`src/rtl/safety_core_periph_bridge.sv`:
```
// safety_core_periph_bridge
//   Bridges the safety core data port (req/gnt/rvalid) onto the register-interface
//   request/response bus feeding the core-local peripheral demux. It holds at most
//   one outstanding access and returns exactly one rvalid per granted request.
//
//   Optional feature macro: SAFETY_PERIPH_BRIDGE_TIMEOUT_EN
//     When defined, a REQ-state watchdog aborts an access after TimeoutCycles
//     cycles without reg_ready_i. The abort answers with err=1, rdata=0 and pulses
//     timeout_o. When undefined, REQ waits forever and timeout_o is tied low.
//
//   Ports
//     clk_i, rst_ni     clock, async active-low reset
//     data_req_i        core request
//     data_gnt_o        grant, combinational (IDLE or RESP with req high)
//     data_we_i/be_i/addr_i/wdata_i   request fields, captured on grant
//     data_rvalid_o     one-cycle response strobe
//     data_rdata_o/err_o              response payload, held between responses
//     reg_valid_o       register request valid (high in REQ)
//     reg_write_o/addr_o/wdata_o/wstrb_o  registered request fields
//     reg_rdata_i/error_i/ready_i     register response
//     timeout_o         one-cycle pulse, coincident with the aborted response
module safety_core_periph_bridge #(
  parameter int unsigned AddrWidth     = 32,
  parameter int unsigned TimeoutCycles = 64
) (
  input  logic                 clk_i,
  input  logic                 rst_ni,
  input  logic                 data_req_i,
  output logic                 data_gnt_o,
  input  logic                 data_we_i,
  input  logic [3:0]           data_be_i,
  input  logic [31:0]          data_addr_i,
  input  logic [31:0]          data_wdata_i,
  output logic                 data_rvalid_o,
  output logic [31:0]          data_rdata_o,
  output logic                 data_err_o,
  output logic                 reg_valid_o,
  output logic                 reg_write_o,
  output logic [AddrWidth-1:0] reg_addr_o,
  output logic [31:0]          reg_wdata_o,
  output logic [3:0]           reg_wstrb_o,
  input  logic [31:0]          reg_rdata_i,
  input  logic                 reg_error_i,
  input  logic                 reg_ready_i,
  output logic                 timeout_o
);

  typedef enum logic [1:0] {
    IDLE = 2'd0,
    REQ  = 2'd1,
    RESP = 2'd2
  } state_e;

  typedef struct packed {
    logic                 write;
    logic [AddrWidth-1:0] addr;
    logic [31:0]          wdata;
    logic [3:0]           wstrb;
  } req_t;

  state_e state_q, state_d;
  req_t   req_q;
  logic   gnt;
  logic   ready_hit;
  logic   abort;
  logic   timeout_q;

  // Byte-lane bits of the address are dropped on purpose (word-aligned bus).
  logic unused_addr_bits;
  assign unused_addr_bits = ^data_addr_i;

  assign gnt       = data_req_i && (state_q == IDLE || state_q == RESP);
  assign ready_hit = (state_q == REQ) && reg_ready_i;

  // ---------------------------------------------------------------------------
  // Optional watchdog
  // ---------------------------------------------------------------------------
`ifdef SAFETY_PERIPH_BRIDGE_TIMEOUT_EN
  localparam int unsigned CntW = (TimeoutCycles > 2) ? $clog2(TimeoutCycles) : 1;
  localparam logic [CntW-1:0] CntLast = CntW'(TimeoutCycles - 1);

  logic [CntW-1:0] cnt_q;

  // Cleared on every grant so it starts at 0 on the first REQ cycle; counts
  // REQ cycles spent waiting. Expiry needs ready still low, so a ready that
  // lands in the expiry cycle takes the normal path.
  always_ff @(posedge clk_i or negedge rst_ni) begin
    if (!rst_ni) begin
      cnt_q <= '0;
    end else if (gnt) begin
      cnt_q <= '0;
    end else if (state_q == REQ && !reg_ready_i) begin
      cnt_q <= cnt_q + 1'b1;
    end
  end

  assign abort = (state_q == REQ) && !reg_ready_i && (cnt_q == CntLast);
`else
  assign abort = 1'b0;
`endif

  // ---------------------------------------------------------------------------
  // FSM: state register
  // ---------------------------------------------------------------------------
  always_ff @(posedge clk_i or negedge rst_ni) begin
    if (!rst_ni) state_q <= IDLE;
    else         state_q <= state_d;
  end

  // FSM: next state
  always_comb begin
    state_d = state_q;
    unique case (state_q)
      IDLE:    if (gnt) state_d = REQ;
      REQ:     if (ready_hit || abort) state_d = RESP;
      RESP:    state_d = gnt ? REQ : IDLE;
      default: state_d = IDLE;
    endcase
  end

  // FSM: outputs. reg_valid_o decodes the state register directly, so it
  // falls as soon as reset clears the state.
  always_comb begin
    data_gnt_o    = gnt;
    reg_valid_o   = (state_q == REQ);
    data_rvalid_o = (state_q == RESP);
  end

  // ---------------------------------------------------------------------------
  // Request capture: fields stay frozen for the whole REQ phase because
  // grant is impossible while in REQ.
  // ---------------------------------------------------------------------------
  always_ff @(posedge clk_i or negedge rst_ni) begin
    if (!rst_ni) begin
      req_q <= '0;
    end else if (gnt) begin
      req_q.write <= data_we_i;
      req_q.addr  <= {data_addr_i[AddrWidth-1:2], 2'b00};
      req_q.wdata <= data_wdata_i;
      req_q.wstrb <= data_we_i ? data_be_i : 4'b0000;
    end
  end

  assign reg_write_o = req_q.write;
  assign reg_addr_o  = req_q.addr;
  assign reg_wdata_o = req_q.wdata;
  assign reg_wstrb_o = req_q.wstrb;

  // ---------------------------------------------------------------------------
  // Response capture: payload is held until the next completion so the core
  // may sample it any time after rvalid.
  // ---------------------------------------------------------------------------
  always_ff @(posedge clk_i or negedge rst_ni) begin
    if (!rst_ni) begin
      data_rdata_o <= '0;
      data_err_o   <= 1'b0;
      timeout_q    <= 1'b0;
    end else begin
      timeout_q <= abort;
      if (ready_hit) begin
        data_rdata_o <= req_q.write ? 32'h0 : reg_rdata_i;
        data_err_o   <= reg_error_i;
      end else if (abort) begin
        data_rdata_o <= 32'h0;
        data_err_o   <= 1'b1;
      end
    end
  end

  assign timeout_o = timeout_q;

endmodule

```
`config.mk`:
```
export PLATFORM = sky130hd
export DESIGN_NAME = safety_core_periph_bridge
export DESIGN_NICKNAME = d
export VERILOG_FILES = /design/src/rtl/safety_core_periph_bridge.sv
export SDC_FILE = /design/constraint.sdc
export NUM_CORES = 1
export LEC_CHECK = 0
export BUFFER_PORTS_ARGS = -buffer_cell sky130_fd_sc_hd__buf_2
export CORE_MARGIN = 3
export CORE_UTILIZATION = 30
export CTS_BUF_LIST = sky130_fd_sc_hd__clkbuf_8 sky130_fd_sc_hd__clkbuf_16
export DETAILED_ROUTE_END_ITERATION = 10
export PLACE_DENSITY = 0.67
export SLEW_MARGIN = 30
export SYNTH_ARGS = -nofsm -noshare
export SYNTH_HDL_FRONTEND = slang
export SYNTH_SLANG_ARGS = --single-unit
```
`constraint.sdc`:
```
create_clock -name clk_i -period 2.6 [get_ports clk_i]
set_input_delay 0.26 -clock clk_i [delete_from_list [all_inputs] [get_ports clk_i]]
set_output_delay 0.26 -clock clk_i [all_outputs]
set_load 0.005 [all_outputs]
```
== After elaboration in Yosys (flattened, before gate mapping) ==
Cells that the tools add are included.
Operators by class
  eq/ne operators: 4
  mux-type cells: 6
  reduce and logical (&&, ||, !) cells: 5
Operators with widths (count)
  32-bit 2-to-1 mux: 1
  2-bit one-hot mux with 3 select lines: 1
  2-bit 2-to-1 mux: 2
  4-bit 2-to-1 mux: 1
  2-bit by 1-bit equality test with 1-bit output, second input constant: 1
  2-bit equality test, second input constant: 1
  1-bit logical AND: 2
  2-bit zero test: 1
  2-bit by 1-bit inequality test with 1-bit output, second input constant: 1
  2-bit inequality test, second input constant: 1
  2-bit AND reduction: 1
  1-bit logical OR: 1
  1-bit 2-to-1 mux: 1
Storage, ports and cells
  input bits: 106
  bits in registers: 102
  word-level logic and storage cells: 22

== Longest topological paths before layout ==
  depth in word-level cells: 5
  gate-level depth with buffers: 5

== Worst setup path after synthesis ==
OpenSTA, ideal clock, no wires.
  path type: register to register
  start: register state_q[0]
  end: register req_q, in the netlist reg_wdata_o[27]
  slack: 1283 ps
  path buffers: 3
  clock period less this slack: 1317 ps
  data arrival time: 1192 ps
  stages on the path, launching flop included: 6
  path through: dfrtp_1 -> nor2b_1 -> buf_6 -> buf_6 -> buf_8 -> mux2_4
Between the ends
  cells in the longest elaborated chain, start to end: 3
RTL lines
  start, declared: line 61  | state_e state_q, state_d;
  start signal, assigned: line 107  | else state_q <= state_d;
  2-bit equality test / 2-bit zero test (equally long branches): line 72  | assign gnt = data_req_i && (state_q == IDLE || state_q == RESP);
  1-bit logical OR (*): line 72
  1-bit logical AND (*): line 72
  named net data_gnt_o: line 29  | output logic data_gnt_o,
  end, declared: line 62  | req_t req_q;
Mark *: on every way through the listed nets, which the timed path passes. The rest lies on a longest branch.
A chain may end at the register's enable or synchronous reset.

== Worst setup path in the final report ==
  start: register state_q[0]
  end: output data_gnt_o
Between the ends
  cells in the longest elaborated chain, start to end: 3
RTL lines (line)
  2-bit equality test / 2-bit zero test (equally long branches): 72
  1-bit logical OR (*): 72
  1-bit logical AND (*): 72
  end, declared: 29
Mark *: on every way between the ends. The rest lies on a longest branch, timed or not.

==> results.tsv <==
metric	value	unit
status	finished, final reports clean	
synth_area_leaders	dfrtp_1, mux2_2, mux2_4	
worstHoldPathType	in -> reg	
grtUsageTotal	0.126	
synth_top_area_frac	0.604	
fp.dieH	125	µm
clockRootBuffer	clkbuf_16	
cts.repair.resized	0	
drv_slew	0	
min_to	reg_addr_o[10]	
regArea	2550	µm²
setup_tns	0	ns
synthArstFlopShare	1.00	
cp_slowest_stage_delay	0.49	ns
r2r_cells	3	
cp.required	2.34	ns
die_w	125	µm
synth_area	4230	µm²
fmaxAchievable	0.540	GHz
hold_path_depth	2	
nets	580	
syn_to_final_growth	34.9	%
ys_seq_elements	102	
antenna_found_initial	1	
fillers	1263	
fin_total_pwr	5.03	mW
relSlewSlack	0.545	
dr.pass1.iters	4	
cts_buffers	9	
crit_type	reg -> out	
synth_edf_count	0	
fin_crit	1.85	ns
cp.arrival	1.59	ns
cts_tree	done	
diodes	0	
place_congestion	0.756	
final_antenna_net_count	0	
r2r-start	state_q[1]	
wl	9780	µm
power_density	882	nW/µm²
grt_pass1_vias	3031	
io_pins	212	
hold_viol_final	0	
cts.sinks	102	
whs	0.147	ns
route.vias.total	2802	
die-area	15500	µm²
ys.flop_type	dfrtp_1	
hold_start	data_addr_i[10]	
path_cells	nor2b_4 > buf_4 > buf_2	
p_leak	2.89	nW
post-synth-top-count-cell	dfrtp_1	
cts_hold_buf	1	
ff2ff_setup_slack	0.95	ns
synthCells	267	
grt_overflow	0	
r2r_end	data_rdata_o[15]	
rsz0062_at_grt	no	
worstMarginPinSlew	0.683	ns
vias_per_cell	4.28	
htreeDepth	3	
wl_per_cell	14.9	µm
drc_errors	0	
clkTransAtPathRegs	0.07	ns
clockBufferDepth	2	
clock_skew	0.00800	ns
setup_viol	0	
worstPathMaxFanout	46	
synth_cell_types	16	
peakVddDrop	0.293	mV
crit_slowest_cell	buf_4	
cp_top_family	buffers and inverters	
postCtsSetupBuffers	0	
drv_cap	0	
grt_max_degree	53	
worstSkewPairLatency	0.34	ns
fin_crit_sh	0.712	
cp_num_buf_inv	2	
dpl.hpwl	7260	µm
core_area	13500	µm²
initial_core_util	0.313	
grt_pass1_wl	15800	µm
drt_iter0_markers	68	
syn_avg_cell_area	15.8	µm²
seq_area_frac_synth	0.604	
end_kind	output port	
synth_common_cells	dfrtp_1, mux2_2, nor2b_1	
ys_warn_count	0	
row_count	42	
critPathLaunchType	register	
drive_above_1_share	0.678	
synth_top_area_cell	dfrtp_1	
multiInputGateArea	1520	µm²
numPortBuffers	206	
cell families after synthesis:
logic type | synth area share
buf+inv | 0.0411
mux | 0.295
flops | 0.604
compound gates | 0.00178
other cells | 0.000887
simple gates | 0.0577
sequential cells by signal, indices dropped and copies added (netlist names):
register,count
data_rdata_o,32
reg_addr_o,30
state_q,2
reg_wstrb_o,4
reg_write_o,1
data_err_o,1
reg_wdata_o,32
cells in the final DEF (no fill, tap or decap), drive strengths merged:
cell type,synthesis,layout
a21o,1,1
and2b,1,1
and3b,1,1
buf,16,211
bufinv,0,1
clkbuf,2,10
clkinv,0,3
clkinvlp,0,1
conb,1,3
dfrtp,102,102
dlygate4sd3,0,1
inv,5,5
mux2,96,96
mux2i,4,4
nand2,4,4
nor2b,34,34
power breakdown:
part / internal [mW] / switching [mW] / total (mW)
Combinational: 0.871 / 0.548 / 1.42
Clock: 0.768 / 0.570 / 1.34
Sequential: 2.04 / 0.237 / 2.27
Total: 3.68 / 1.35 / 5.03
layer usage:
metal	GRT usage	share of wire	up-vias
met2	0.212	0.51	103
met5	0	0.0013	-
met1	0.150	0.41	1372
li1	-	-	1311
met4	0.0587	0.023	2
met3	0.0339	0.062	14
area by class of cell:
type / count / area share
Clock buffer: 10 / 0.0419
Clock inverter: 5 / 0.0105
Inverter: 5 / 0.00329
Multi-Input combinational cell: 144 / 0.266
Sequential cell: 102 / 0.448
Tap cell: 176 / 0.0386
Timing Repair Buffer: 212 / 0.192
per-stage QoR:
step / instance area (µm²) / setup slack [ns] / util / instances
after floorplan: 4230 / 1.28 / - / 269
final: 5700 / 0.749 / 0.422 / 654
after global routing: 5700 / 0.620 / 0.422 / 654
after CTS: 5700 / 0.688 / 0.422 / 654
after global placement: 5390 / 0.984 / 0.399 / 638
after detailed placement: 5390 / 0.952 / 0.399 / 638
worst max-delay path by stage:
stage | startpoint | to | slack [ns] | cells after the start
2_1_floorplan | state_q[0] | reg_wdata_o[27] | 1.28 | 5
3_3_place_gp | state_q[0] | data_rdata_o[18] | 0.98 | 3
3_5_place_dp | state_q[1] | data_rdata_o[15] | 0.95 | 3
4_1_cts | state_q[0] | data_gnt_o | 0.69 | 3
5_1_grt | state_q[0] | data_gnt_o | 0.62 | 3
6_report | state_q[0] | data_gnt_o | 0.75 | 3
Power figures use the tool's default switching activity.
